===== src/rtl/lite16_alu_pkg.sv =====
// lite16_alu_pkg: opcode and form-select constants plus the data word type for the LITE-16 ALU
package lite16_alu_pkg;
    typedef logic [15:0] word_t;
    localparam logic [2:0] OP_ADD = 3'b000;
    localparam logic [2:0] OP_SUB = 3'b001;
    localparam logic [2:0] OP_AND = 3'b010;
    localparam logic [2:0] OP_OR  = 3'b011;
    localparam logic [2:0] OP_XOR = 3'b100;
    localparam logic [2:0] OP_SLL = 3'b101;
    localparam logic [2:0] OP_SRL = 3'b110;
    localparam logic [2:0] OP_SLT = 3'b111;
    localparam logic RI_REG = 1'b0;
    localparam logic RI_IMM = 1'b1;
endpackage


===== src/rtl/alu_shifter.sv =====
// alu_shifter: combinational 16-bit barrel shifter, zero fill
//   d    : input word
//   left : 1 = shift left, 0 = logical shift right
//   amt  : shift amount 0..15
//   q    : shifted word
module alu_shifter
    import lite16_alu_pkg::*;
(
    input  word_t      d,
    input  logic       left,
    input  logic [3:0] amt,
    output word_t      q
);
    assign q = left ? d << amt : d >> amt;
endmodule


===== src/rtl/alu.sv =====
// alu: 16-bit registered ALU, one-cycle latency
//   clk, rst_n : clock, asynchronous active-low reset
//   codeop     : operation select
//   a, rd      : first operand candidates (a when ri=0, rd when ri=1)
//   b          : second operand (immediate already extended when ri=1)
//   ri         : form select
//   r, cmp     : registered result and equality flag
module alu
    import lite16_alu_pkg::*;
(
    input  logic       clk,
    input  logic       rst_n,
    input  logic [2:0] codeop,
    input  word_t      a,
    input  word_t      b,
    input  word_t      rd,
    input  logic       ri,
    output word_t      r,
    output logic       cmp
);
    word_t x;
    word_t sh;
    word_t res;
    assign x = (ri == RI_IMM) ? rd : a;
    // only b[3:0] reaches the shifter, so the upper amount bits are ignored
    alu_shifter u_shifter (
        .d    (x),
        .left (codeop == OP_SLL),
        .amt  (b[3:0]),
        .q    (sh)
    );
    always_comb begin
        res = '0;
        case (codeop)
            OP_ADD:  res = x + b;
            OP_SUB:  res = x - b;
            OP_AND:  res = x & b;
            OP_OR:   res = x | b;
            OP_XOR:  res = x ^ b;
            OP_SLL:  res = sh;
            OP_SRL:  res = sh;
            default: res = {15'd0, $signed(x) < $signed(b)};
        endcase
    end
    always_ff @(posedge clk or negedge rst_n) begin
        if (!rst_n) begin
            r   <= '0;
            cmp <= 1'b0;
        end else begin
            r   <= res;
            cmp <= (x == b);
        end
    end
endmodule


===== config.mk =====
export PLATFORM = sky130hd
export DESIGN_NAME = alu
export DESIGN_NICKNAME = d
export VERILOG_FILES = /design/src/rtl/lite16_alu_pkg.sv /design/src/rtl/alu_shifter.sv /design/src/rtl/alu.sv
export SDC_FILE = /design/constraint.sdc
export NUM_CORES = 1
export LEC_CHECK = 0
export CORE_MARGIN = 3
export CORE_UTILIZATION = 26
export CTS_BUF_LIST = sky130_fd_sc_hd__clkbuf_8
export DETAILED_ROUTE_END_ITERATION = 7
export GPL_TIMING_DRIVEN = 0
export HOLD_SLACK_MARGIN = 0.1
export PLACE_DENSITY = 0.49
export SLEW_MARGIN = 15
export SYNTH_ARGS = -nofsm -noshare
export SYNTH_HDL_FRONTEND = slang
export SYNTH_HIERARCHICAL = 1
export SYNTH_SLANG_ARGS = --single-unit
export TNS_END_PERCENT = 20

===== constraint.sdc =====
create_clock -name clk -period 0.8 [get_ports clk]
set_input_delay 0.16 -clock clk [delete_from_list [all_inputs] [get_ports clk]]
set_output_delay 0.16 -clock clk [all_outputs]
set_load 0.005 [all_outputs]

Word level (Yosys, flattened, before mapping) --
Cells that the tools add are included.
Cells by class: bitwise gates (word level) 3, order comparisons 1, shift operators 2, reduce and logical (&&, ||, !) cells 2, equal/unequal tests 7, $add $sub $neg 2, muxes and demuxes 3
Operator list (number):
- 16-bit one-hot mux with 6 select lines | 1
- 16-bit 2-to-1 mux | 2
- 16-bit adder | 1
- 16-bit bitwise AND | 1
- 16-bit == test | 1
- 16-bit < comparator | 1
- 16-bit OR | 1
- 16-bit by 4-bit left shift with 16-bit output | 1
- 16-bit by 4-bit right shift with 16-bit output | 1
- 16-bit subtractor | 1
- 16-bit bitwise XOR | 1
- 3-bit == test, second input constant | 3
- 3-bit by 2-bit == test with 1-bit output, second input constant | 2
- 3-bit by 1-bit == test with 1-bit output, second input constant | 1
- 3-bit logical NOT | 1
- 2-bit OR reduction | 1
Word-level totals: input port bits 54, output and inout bits 17, flip-flop bits (word level) 17, logic and storage cells 22

Logic depth before layout (Yosys ltp) --
word-level depth 4, gate-level depth with buffers 14, gate-level depth less buffers 12

Modules after synthesis --
Netlist, hierarchy kept.
Modules (own cells, without submodules):
- alu | instances 1, sequential area each 425.4 µm², cells an instance 456, area each 3459.6 µm²
- alu_shifter | instances 1, sequential area each 0.0 µm², cells an instance 177, area each 1401.3 µm²

Least setup slack after synthesis --
Ideal clock, no wire load.
kind input -> register, start in ri, end reg r[12], slack -2301 ps, data required time 665 ps, buffers on the path 2, stages on the path 14, arrival time 2966 ps, setup time 135 ps, cell sequence clkbuf_1 > buf_2 > mux2i_1 > inv_1 > mux4_2 > mux2_2 > a221oi_2 > a21oi_1 > mux2i_1 > nand2_1 > nand3_1 > nand2_1 > a211oi_1 > o32ai_1
On the way: word-level cells in the longest chain between the ends 4, elaborated cells on any way between the ends 10, classes of those cells 2 x add/sub; 2 x shift; 3 x mux; 3 x bitwise
Ends and longest elaborated chain:
- from (decl) | RTL line alu.sv:17 | input logic ri,
- 16-bit 2-to-1 mux (*) | RTL line alu.sv:24 | assign x = (ri == RI_IMM) ? rd : a;
- net x[10] | RTL line alu.sv:21 | word_t x;
- 16-bit by 4-bit right shift with 16-bit output or 16-bit by 4-bit left shift with 16-bit output (tied branches) | RTL line alu_shifter.sv:14 | assign q = left ? d << amt : d >> amt;
- 16-bit 2-to-1 mux (*) | RTL line alu_shifter.sv:14
- net sh[12] | RTL line alu.sv:22 | word_t sh;
- 16-bit one-hot mux with 6 select lines (*) | RTL line alu.sv:34 | case (codeop)
- net res[12] | RTL line alu.sv:23 | word_t res;
- to (signal assigned) | RTL line alu.sv:50 | r <= res;
- to (decl) | RTL line alu.sv:18 | output word_t r,
Mark *: on every way through the listed nets, which the timed path passes. The rest lies on a longest branch.

Worst setup path after layout --
start in a[0], end reg r[12]
On the way: word-level cells in the longest chain between the ends 4, elaborated cells on any way between the ends 7, classes of those cells 2 x add/sub; 2 x shift; 3 x mux
Ends and longest elaborated chain:
- from (decl) | RTL line alu.sv:14 | input word_t a,
- 16-bit 2-to-1 mux (*) | RTL line alu.sv:24
- net x[0] | RTL line alu.sv:21
- branches (longest 2 deep; another with 16-bit subtractor)
- 16-bit one-hot mux with 6 select lines (*) | RTL line alu.sv:34
- net res[12] | RTL line alu.sv:23
Mark *: on every way through the listed nets, which the timed path passes.

==> flow_metrics.tcl <==
set metrics [dict create \
    worst_slack_ps -1810 \
    synth_edf_count 0 \
    multi_input_area_um2 4810 \
    critPathCaptureType "flip-flop" \
    fmax_ghz 0.383 \
    cts_max_path_buffers 2 \
    antenna_found_initial 0 \
    cp_slowest_cell "clkdlybuf4s50_1" \
    grt_pass1_wl_um 34500 \
    grt_pass1_vias 5765 \
    syn_nets 748 \
    start_util_pct 26.8 \
    num-fill-cells 1830 \
    worst-path-buf-inv 3 \
    cp-start-kind "input port" \
    ys_seq_area_share_pct 8.75 \
    arrival_ps 2770 \
    io_buffers 68 \
    synthArstFlopShare_pct 100 \
    drt-total-wl_um 23200 \
    fin_area_um2 7600 \
    ios 71 \
    die_area_um2 20400 \
    drv_slew 0 \
    violations "negative setup slack" \
    drive_gt1_share_pct 37.0 \
    vdd_drop_max_v 0.000560 \
    die_y_um 143 \
    critPathMaxFanout 3 \
    maxCapViolations 0 \
    cp_top_family "compound AO/OA/AOI/OAI gates" \
    worst_slew_pin_slew_ps 822 \
    netlist_instances 633 \
    pwr_density_cell_nw_per_um2 992 \
    viasPerCell 5.76 \
    mostFrequentLayoutCell "buf_4" \
    cp_cell_sequence "clkdlybuf4s50_1 -> mux2i_4 -> inv_2 -> ha_2 -> inv_1 -> fa_2 -> nand2b_4 -> a211oi_4 -> nor2_2 -> nand2_2 -> a31o_2 -> a211oi_2 -> o32ai_1" \
    crit_type "input port to flip-flop" \
    cts-root-buf "clkbuf_8" \
    htree_levels 1 \
    gp_congestion 1.00 \
    vias 5924 \
    synth.distinct_cells 71 \
    diodes 0 \
    hold_class "input port to async pin" \
    seq_area_um2 425 \
    grtUsageTotal_pct 21.7 \
    synth_flop_cell "dfrtp_1" \
    first_pass_iters 6 \
    avgSynthCellArea_um2 7.68 \
    final_antenna_net_count 0 \
    required_ps 960 \
    ctsHoldBuffers 0 \
    finalCritPeriodShare_pct 326 \
    relSlewSlack_pct 45.2 \
    max_stage_delay_ps 500 \
    ys.warnings.count 6 \
    finalSetupViolations 34 \
    syn2layout_area_growth_pct 56.4 \
    drt_iter0_drc 682 \
    grt_max_degree 18 \
    ys_ff_latch 17 \
    dp_hpwl_um 16400 \
    fp.coreArea_um2 18100 \
    fin_crit_ps 2610 \
    power_mw 7.54 \
    rows 49 \
    rsz0062_at_grt "yes" \
    p_leak_nw 3.27 \
    synth_area_um2 4860 \
    finalHoldViolations 0 \
    wl_per_cell_um 22.5 \
    dieWidth_um 143 \
    cts_buffers 3 \
    path_clk_slew_ps 70 \
    clock-sinks 17 \
    status "complete, but fails checks" \
    drc 0 \
    dpl_cell_area_um2 5910 \
    cts_tree "yes" \
    place_ws_ps -3160 \
    finalNetCount 916 \
    layout_common_cells "buf_4, nand2_1, ha_1" \
    grt_overflow 0 \
]
==> worst paths after layout <==
check | startpoint | end | slack [ps] | cells after the start
min | rst_n | r[10] | 100 | 1
max in group asynchronous | rst_n | r[2] | 190 | 1
min in group clk | codeop[0] | r[0] | 440 | 5
max | a[0] | r[12] | -1810 | 13
==> synthesized netlist by cell type, types with 4 or more instances <==
cell type / n / area, um^2
a21oi_1: 43 / 215
nand2b_1: 13 / 81.3
xnor2_1: 16 / 140
nor2_1: 31 / 116
nand3_1: 12 / 60.1
a21o_1: 8 / 60.1
o211ai_1: 9 / 67.6
dfrtp_1: 17 / 425
inv_1: 51 / 191
a211o_1: 4 / 35.0
nor4_1: 4 / 25.0
o221ai_1: 16 / 140
o22ai_1: 14 / 87.6
mux2i_1: 54 / 541
buf_1: 7 / 26.3
clkbuf_1: 16 / 60.1
nand4_1: 4 / 25.0
o21a_1: 5 / 37.5
nor3_1: 11 / 55.1
nand2_1: 58 / 218
o21bai_1: 4 / 30.0
buf_6: 5 / 56.3
buf_4: 4 / 30.0
ha_1: 59 / 738
o31ai_1: 4 / 30.0
mux4_2: 13 / 293
or3_1: 4 / 25.0
mux2_2: 8 / 90.1
o21ai_0: 42 / 210
buf_2: 15 / 75.1
and2_1: 5 / 31.3
nor2b_1: 10 / 62.6
a22oi_1: 10 / 75.1
==> metrics by stage <==
step                util, %  hold slack (ps)  TNS [ps]  instances
CTS                    40.4              130    -29100       1018
global route           41.9              175    -30140       1029
detailed placement     32.6              687    -56210        930
finish                 41.9              102    -28130       1029
floorplan                 -             -136    -25090        633
global placement       32.6              670    -55570        930
==> flip-flops by register name (all words and copies together) (netlist names) <==
name	flops
cmp	1
r	16
==> area by class of cell <==
type	instances	area share, %
inverter	52	2.86
timing repair buffer	163	18.6
multi-input combinational	517	63.3
sequential	17	5.60
clock inverter	1	0.0494
buffer	47	5.23
clock buffer	3	0.543
tap	229	3.77
==> power breakdown <==
group / internal, mW / switching [mW]
clock network: 0.342 / 0.332
registers: 0.993 / 0.0338
logic: 2.69 / 3.16
==> cell families (layout without fill, tap and decap cells) <==
kind of cell	after synthesis	count (layout)	synth area share, %
adder cells (fa/ha/maj)	61	61	16.0
buffers and inverters	99	266	9.11
flip-flops	17	17	8.75
multiplexers	75	75	19.0
AO/OA/AOI/OAI	196	196	27.2
XOR/XNOR	19	19	3.42
AND/OR/NAND/NOR	166	166	16.6
==> per-layer routing <==
| metal | wire (um) | global-route usage (%) | up-vias |
|---|---|---|---|
| met4 | 720 | 5.65 | 0 |
| met3 | 1790 | 2.04 | 55 |
| met5 | 0 | 0 | - |
| met1 | 9850 | 30.4 | 2875 |
| li1 | - | - | 2652 |
| met2 | 10800 | 36.0 | 342 |
==> what timing repair did <==
action,CTS,global route
setup endpoints to repair,51,34
buffers inserted,83,12
gates resized for setup,241,73
pin swaps,38,25
gates cloned,1,0
Note: power is estimated with default switching activity, not from simulation.
